File: src/rtl/read_iq_pkg.sv
// Shared definitions for the read_iq byte-to-I/Q unpacker: parameter defaults,
// FSM state type and the sign-extend/scale helper.
package read_iq_pkg;

  localparam int DATA_WIDTH_DEF = 32;
  localparam int BITS_DEF       = 10;

  // Widest sample the helper can produce; the unpacker truncates to DATA_WIDTH.
  localparam int MAX_WIDTH = 64;

  typedef enum logic {
    S_READ  = 1'b0,
    S_WRITE = 1'b1
  } state_t;

  // Sign-extend a 16-bit sample, then multiply by 2^shift (low bits kept).
  function automatic logic [MAX_WIDTH-1:0] dequantize(input logic [15:0]   sample,
                                                      input int unsigned   shift);
    logic [MAX_WIDTH-1:0] ext;
    ext = {{(MAX_WIDTH-16){sample[15]}}, sample};
    return ext << shift;
  endfunction

endpackage

File: src/rtl/read_iq.sv
// Unpacks little-endian byte quads (I lo, I hi, Q lo, Q hi) from a FWFT FIFO into
// paired I/Q sample writes. Define IQ_DEQUANT_EN to scale each sample by 2^BITS.
module read_iq
  import read_iq_pkg::*;
#(
  parameter int DATA_WIDTH = DATA_WIDTH_DEF,
  parameter int BITS       = BITS_DEF
) (
  input  logic                  clock,
  input  logic                  reset,
  output logic                  in_rd_en,
  input  logic                  in_empty,
  input  logic [7:0]            in_dout,
  output logic                  i_wr_en,
  input  logic                  i_full,
  output logic [DATA_WIDTH-1:0] i_din,
  output logic                  q_wr_en,
  input  logic                  q_full,
  output logic [DATA_WIDTH-1:0] q_din
);

`ifdef IQ_DEQUANT_EN
  localparam bit DEQUANT = 1'b1;
`else
  localparam bit DEQUANT = 1'b0;
`endif
  localparam int unsigned SHIFT = DEQUANT ? BITS : 0;

  state_t      state, next_state;
  logic [1:0]  byte_cnt;
  logic [15:0] i_word;
  logic [7:0]  q_lo;
  logic        consume;

  // Reset gates the pop strobe so nothing is taken from the FIFO while held.
  assign consume = reset && (state == S_READ) && !in_empty;

  // NOTE: sequential state uses non-blocking assignments so every register
  // samples pre-edge values regardless of process ordering.
  always_ff @(posedge clock or negedge reset) begin
    if (!reset) state <= S_READ;
    else        state <= next_state;
  end

  // NOTE: every output of this block gets a default first so no latch is inferred.
  always_comb begin
    next_state = state;
    in_rd_en   = 1'b0;
    i_wr_en    = 1'b0;
    q_wr_en    = 1'b0;
    unique case (state)
      S_READ: begin
        in_rd_en = consume;
        if (consume && byte_cnt == 2'd3) next_state = S_WRITE;
      end
      S_WRITE: begin
        // Both FIFOs must have room: I and Q are only ever written together.
        if (!i_full && !q_full) begin
          i_wr_en    = 1'b1;
          q_wr_en    = 1'b1;
          next_state = S_READ;
        end
      end
      default: next_state = S_READ;
    endcase
  end

  // NOTE: the partial word and sample registers are reset so a word interrupted
  // by reset can never leak into a later pair.
  always_ff @(posedge clock or negedge reset) begin
    if (!reset) begin
      byte_cnt <= 2'd0;
      i_word   <= '0;
      q_lo     <= '0;
      i_din    <= '0;
      q_din    <= '0;
    end else if (consume) begin
      byte_cnt <= byte_cnt + 2'd1;
      unique case (byte_cnt)
        2'd0: i_word[7:0]  <= in_dout;
        2'd1: i_word[15:8] <= in_dout;
        2'd2: q_lo         <= in_dout;
        2'd3: begin
          // Final byte completes Q; both samples are registered together.
          i_din <= DATA_WIDTH'(dequantize(i_word, SHIFT));
          q_din <= DATA_WIDTH'(dequantize({in_dout, q_lo}, SHIFT));
        end
      endcase
    end
  end

endmodule

File: config.mk
export PLATFORM = sky130hd
export DESIGN_NAME = read_iq
export DESIGN_NICKNAME = d
export VERILOG_FILES = /design/src/rtl/read_iq_pkg.sv /design/src/rtl/read_iq.sv
export SDC_FILE = /design/constraint.sdc
export NUM_CORES = 1
export LEC_CHECK = 0
export CAP_MARGIN = 20
export CORE_MARGIN = 2
export CORE_UTILIZATION = 47
export CTS_BUF_LIST = sky130_fd_sc_hd__clkbuf_16
export CTS_CLUSTER_SIZE = 25
export DETAILED_ROUTE_END_ITERATION = 6
export GPL_TIMING_DRIVEN = 0
export PLACE_DENSITY = 0.79
export SYNTH_ARGS = -nofsm -noshare
export SYNTH_HDL_FRONTEND = slang
export SYNTH_SLANG_ARGS = --single-unit
File: constraint.sdc
create_clock -name clock -period 1.9 [get_ports clock]
set_input_delay 0.38 -clock clock [delete_from_list [all_inputs] [get_ports clock]]
set_output_delay 0.38 -clock clock [all_outputs]
set_load 0.1 [all_outputs]
==> results of run 1 <==
==> cells in the final DEF (no fill, tap or decap), types with 2 or more instances in the layout <==
| cell type | Yosys | routed |
|---|---|---|
| ha_1 | 4 | 4 |
| buf_4 | 33 | 32 |
| dfrtp_1 | 59 | 57 |
| inv_1 | 3 | 4 |
| buf_8 | 0 | 2 |
| mux2_2 | 28 | 28 |
| clkbuf_16 | 0 | 9 |
| clkbuf_2 | 0 | 18 |
| buf_12 | 3 | 4 |
| dfrtp_2 | 0 | 2 |
| clkdlybuf4s15_1 | 0 | 4 |
| clkdlybuf4s15_2 | 0 | 8 |
| clkdlybuf4s50_1 | 0 | 11 |
| mux2_4 | 29 | 29 |
| clkinv_2 | 0 | 3 |
| dlygate4sd3_1 | 0 | 5 |
| clkdlybuf4s18_2 | 0 | 2 |
| buf_2 | 3 | 35 |
| buf_6 | 1 | 4 |
| and4bb_2 | 3 | 3 |
==> sequential cells by signal, indices dropped and copies added, names as in the netlist <==
signal,flops
i_din,16
i_word,16
q_lo,8
state,1
byte_cnt,2
q_din,16
==> metal layers <==
metal  vias to the layer above  global-route usage [%]  part of all wire [%]  wire (µm)
met1                       787                    23.7                    44       2360
met2                        69                    27.7                    46       2450
met4                         0                    7.12                   1.6         85
li1                        749                       -                     -          -
met5                         -                       0                     0          0
met3                        10                    6.56                   8.8        472
==> final timing paths <==
check / start / to / slack (ns) / cells after the start
max in group asynchronous: reset / i_din[6]$_DFFE_PN0P_ / 0.59 / 3
hold reg to reg: q_lo[7]$_DFFE_PN0P_ / q_din[7]$_DFFE_PN0P_ / 0.50 / 1
setup / recovery: i_din[14]$_DFFE_PN0P_ / i_din[14] / 0.03 / 1
hold / removal: reset / q_din[1]$_DFFE_PN0P_ / 0.43 / 2
min in group clock: q_lo[7]$_DFFE_PN0P_ / q_din[7]$_DFFE_PN0P_ / 0.50 / 1
setup reg to reg: byte_cnt[0]$_DFFE_PN0P_ / q_lo[3]$_DFFE_PN0P_ / 0.27 / 5
==> timing repair <==
item | CTS | global route
endpoints found under the setup margin | 67 | 22
pin swaps | 0 | 1
hold buffers | 5 | 0
hold endpoints to repair | 22 | 0
resized for setup | 259 | 21
==> kinds of logic after synthesis <==
logic type	after synthesis	share of synthesized area (%)
mux	57	27.7
buf+inv	43	12.8
xor+xnor	1	0.324
flops	59	54.5
fa+ha+maj	4	1.85
compound gates	1	0.324
simple gates	7	2.50
==> through the flow <==
stage / cells / setup WS (ns) / setup TNS [ns] / area, µm²
global route: 346 / 0.000132 / 0 / 3770
detailed placement: 324 / -1.10 / -26.34 / 3630
floorplan: 172 / 0.0104 / 0 / 2740
CTS: 345 / 0.000806 / 0 / 3840
finish: 346 / 0.0347 / 0 / 3770
global placement: 323 / -2.99 / -230.16 / 3620
==> area by class of cell <==
| cell class | count | area share (%) |
|---|---|---|
| buffer | 40 | 9.06 |
| clock buffer | 9 | 5.98 |
| clock inverter | 7 | 1.59 |
| inverter | 3 | 0.299 |
| multi-input combinational | 70 | 24.0 |
| sequential | 59 | 39.2 |
| tap | 72 | 2.39 |
| timing repair buffer | 86 | 17.4 |
==> impl_metrics.py, run 1 <==
metrics = {
    "run_status": {
        "status": "finished clean",
    },
    "synth": {
        "synthTopCellsByCount": "dfrtp_1, buf_4, mux2_4",
        "synthDistinctLibCells": 16,
        "avgSynthCellArea_um2": 15.7,
        "yosysWarnings": 0,
        "synth_seq_cells": 59,
        "syn_area_mm2": 0.00271,
        "synthTopCellsByArea": "dfrtp_1, mux2_4, mux2_2, buf_4, buf_12",
        "syn-num-nets": 189,
        "synthArstFlopShare_pct": 100,
        "synth_top_area_share_pct": 54.5,
        "ys_seq_area_share_pct": 54.5,
        "synth_edf_count": 0,
        "syn_inst": 172,
        "synth_largest_area_cell": "dfrtp_1",
        "ys.flop_type": "dfrtp_1",
        "yosysMostFrequentCell": "dfrtp_1",
    },
    "global_routing": {
        "track_usage_pct": 18.2,
        "antenna_found_initial": 0,
        "grt_pass1_wl_um": 8440,
        "grt_max_degree": 23,
        "grt_pass1_vias": 1577,
        "grt_overflow": 0,
    },
    "floorplan": {
        "initial_core_util_pct": 48.9,
        "die-width_um": 79.9,
        "dieArea_mm2": 0.00638,
        "io_pins": 80,
        "core_area_mm2": 0.00554,
        "num_rows": 27,
        "fp.dieH_um": 79.9,
    },
    "clocking": {
        "cts.path.max_buffers": 2,
        "clock_latency_ns": 0.32,
        "root_buffer": "clkbuf_16",
        "cts_sinks": 59,
        "cts_buffers": 9,
        "cts_setup_buffers": 0,
        "cts_tree": "built",
        "htreeDepth": 3,
        "path_clk_slew_ns": 0.05,
    },
    "routing": {
        "routedWlPerCell_um": 15.5,
        "vias": 1615,
        "first_pass_iters": 3,
        "vias_per_cell": 4.67,
        "drtIter0Drc": 51,
        "drc": 0,
        "postRouteAntennaNets": 0,
        "drt_wl_total_um": 5370,
    },
    "cells_and_area": {
        "area_growth_pct": 39.2,
        "layout-drive-gt1-share_pct": 67.9,
        "register_area_mm2": 0.00148,
        "n_antenna_cell": 0,
        "multi_input_area_um2": 905,
        "fin_util_pct": 68.0,
        "fill_cells": 402,
        "nets": 286,
    },
    "placed_design": {
        "gp_congestion": 0.682,
        "port_buffers": 79,
        "dp_hpwl_um": 3490,
    },
    "flow_run": {
        "maxCapViolCount": 0,
    },
    "worst_setup_path": {
        "cp_slowest_cell": "clkdlybuf4s15_1",
        "cp_top_family": "buffers and inverters",
        "critical_path_arrival_ns": 1.49,
        "slowest_delay_ns": 0.83,
        "path_cells": "clkdlybuf4s15_1",
        "crit_buf_inv": 1,
        "endpoint_kind": "output pin",
        "critPathRequiredTime_ns": 1.52,
        "path_max_fanout": 2,
        "cp-start-kind": "flop",
        "critical_path_class": "flop to output pin",
    },
    "timing": {
        "finalSetupViolations": 0,
        "tightest_slew_ns": 0.953,
        "fin_skew_ns": 0.00502,
        "fin_crit_ns": 1.87,
        "max_freq_mhz": 536,
        "relSlewSlack_pct": 36.7,
        "period_share_pct": 98.2,
        "drv_slew": 0,
        "finalHoldViolCount": 0,
        "rsz0062_at_grt": "false",
        "whs_ns": 0.426,
    },
    "worst_hold_path": {
        "min_path_type": "primary input to async pin",
    },
}
Power of run 1 is not shown: default switching activity piles up to over one toggle a cycle in this logic, so the estimate is an artifact.
==> inputs of run 2 (changes only) <==
--- a/config.mk
+++ b/config.mk
@@ -12,6 +12,7 @@
 export CTS_CLUSTER_SIZE = 25
 export DETAILED_ROUTE_END_ITERATION = 6
 export GPL_TIMING_DRIVEN = 0
+export MAX_ROUTING_LAYER = met4
 export PLACE_DENSITY = 0.79
 export SYNTH_ARGS = -nofsm -noshare
 export SYNTH_HDL_FRONTEND = slang
==> run 2 against run 1 <==
Against the previous run: worst setup slack is essentially flat; design area unchanged; sequential cell count stayed put; non-clock buffer count did not move; via count is 0.12% higher; worst hold slack barely moved; maximum frequency is essentially flat; critical path depth stayed put; critical path type unchanged.
==> impl_metrics.py, run 2 (synthesis results as in run 1) <==
metrics = {
    "placed_design": {
        "port_buffers": 79,
        "dp_hpwl_um": 3490,
        "gp_congestion": 0.689,
    },
    "worst_setup_path": {
        "crit_buf_inv": 1,
        "slowest_delay_ns": 0.83,
        "endpoint_kind": "output pin",
        "critical_path_class": "flop to output pin",
        "cp_slowest_cell": "clkdlybuf4s15_1",
        "path_max_fanout": 2,
        "crit-reg2reg-launch": "byte_cnt[0]$_DFFE_PN0P_",
        "cp_top_family": "buffers and inverters",
        "reg2reg_depth": 5,
        "regToRegSetupSlack_ns": 0.27,
        "crit_end": "i_din[14]",
        "cp-start-kind": "flop",
        "critical_path_arrival_ns": 1.49,
        "startpoint": "i_din[14]$_DFFE_PN0P_",
        "reg2reg_to": "q_lo[3]$_DFFE_PN0P_",
        "worst-path-stages": 1,
        "path_cells": "clkdlybuf4s15_1",
        "critPathRequiredTime_ns": 1.52,
    },
    "timing": {
        "finalSetupViolations": 0,
        "max_freq_mhz": 536,
        "period_share_pct": 98.2,
        "drv_slew": 0,
        "tightest_slew_ns": 0.953,
        "relSlewSlack_pct": 36.7,
        "finalHoldViolCount": 0,
        "fin_crit_ns": 1.87,
        "rsz0062_at_grt": "false",
        "fin_skew_ns": 0.00452,
    },
    "routing": {
        "drc": 0,
        "postRouteAntennaNets": 0,
        "vias_per_cell": 4.67,
        "vias": 1617,
        "first_pass_iters": 4,
        "drt_wl_total_um": 5360,
        "routedWlPerCell_um": 15.5,
        "drtIter0Drc": 40,
    },
    "clocking": {
        "cts_sinks": 59,
        "htreeDepth": 3,
        "root_buffer": "clkbuf_16",
        "cts_tree": "built",
        "cts.path.max_buffers": 2,
        "clock_latency_ns": 0.32,
        "cts_setup_buffers": 0,
        "cts_buffers": 9,
        "path_clk_slew_ns": 0.05,
    },
    "cells_and_area": {
        "mostFrequentLayoutCells": "dfrtp_1, buf_2, buf_4",
        "mostFrequentLayoutCell": "dfrtp_1",
        "fill_cells": 402,
        "fin_util_pct": 68.0,
        "n_antenna_cell": 0,
        "area_growth_pct": 39.2,
        "layout-drive-gt1-share_pct": 67.9,
        "nets": 286,
        "largestRegisters": "i_din (16), i_word (16), q_din (16)",
    },
    "floorplan": {
        "io_pins": 80,
        "fp.dieH_um": 79.9,
        "dieArea_mm2": 0.00638,
        "num_rows": 27,
        "core_area_mm2": 0.00554,
        "die-width_um": 79.9,
        "initial_core_util_pct": 48.9,
    },
    "global_routing": {
        "track_usage_pct": 18.7,
        "grt_pass1_wl_um": 8430,
        "antenna_found_initial": 0,
        "grt_pass1_vias": 1584,
        "grt_max_degree": 23,
        "grt_overflow": 0,
    },
    "flow_run": {
        "maxCapViolCount": 0,
    },
    "run_status": {
        "status": "finished clean",
    },
    "worst_hold_path": {
        "min_path_type": "primary input to async pin",
    },
}
==> run 2: cell counts in the layout (fill, tap and decap cells not counted) <==
No cell type changed its count.
==> run 2: layout make-up <==
cell class | count | area (µm²) | share of cell area, %
Sequential cell | 59 | 1480 | 39.2
Multi-Input combinational cell | 70 | 905 | 24.0
Timing Repair Buffer | 86 | 657 | 17.4
Buffer | 40 | 342 | 9.06
Clock buffer | 9 | 225 | 5.98
Tap cell | 72 | 90.1 | 2.39
Clock inverter | 7 | 60.1 | 1.59
Inverter | 3 | 11.3 | 0.299
==> run 2: stage by stage <==
stage                     TNS [ns]  worst slack, ns  hold WS, ns  instance area (µm²)  std cells
after global placement     -230.16            -2.99        0.483                 3620        323
after detailed placement    -26.34            -1.10        0.388                 3630        324
after global routing             0         0.000163        0.429                 3770        346
after floorplan                  0           0.0104       0.0844                 2740        172
final                            0           0.0343        0.426                 3770        346
after CTS                        0         0.000806        0.484                 3840        345
==> run 2: timing repair <==
| action | in CTS | in global routing |
|---|---|---|
| hold buffers | 5 | 0 |
| hold endpoints to repair | 22 | 0 |
| gates resized for setup | 259 | 21 |
| pin swaps | 0 | 1 |
| setup endpoints to repair | 67 | 22 |
==> run 2: worst min-delay path by stage <==
stage	startpoint	to	cells past startpoint
after floorplan	reset	byte_cnt[0]$_DFFE_PN0P_	0
after global placement	i_word[11]$_DFFE_PN0P_	i_din[11]$_DFFE_PN0P_	1
final	reset	q_din[1]$_DFFE_PN0P_	2
after detailed placement	reset	i_word[13]$_DFFE_PN0P_	1
after global routing	reset	q_lo[1]$_DFFE_PN0P_	2
after CTS	reset	i_word[1]$_DFFE_PN0P_	3
==> run 2: metal layers <==
metal  vias up  GRT usage [%]  wire, µm
li1        750              -         -
met1       791           23.9      2370
met2        66           27.8      2450
met3        10           6.22       444
met4         0           7.12        83
met5         -              -         0
Power of run 2 is left out for the same reason.
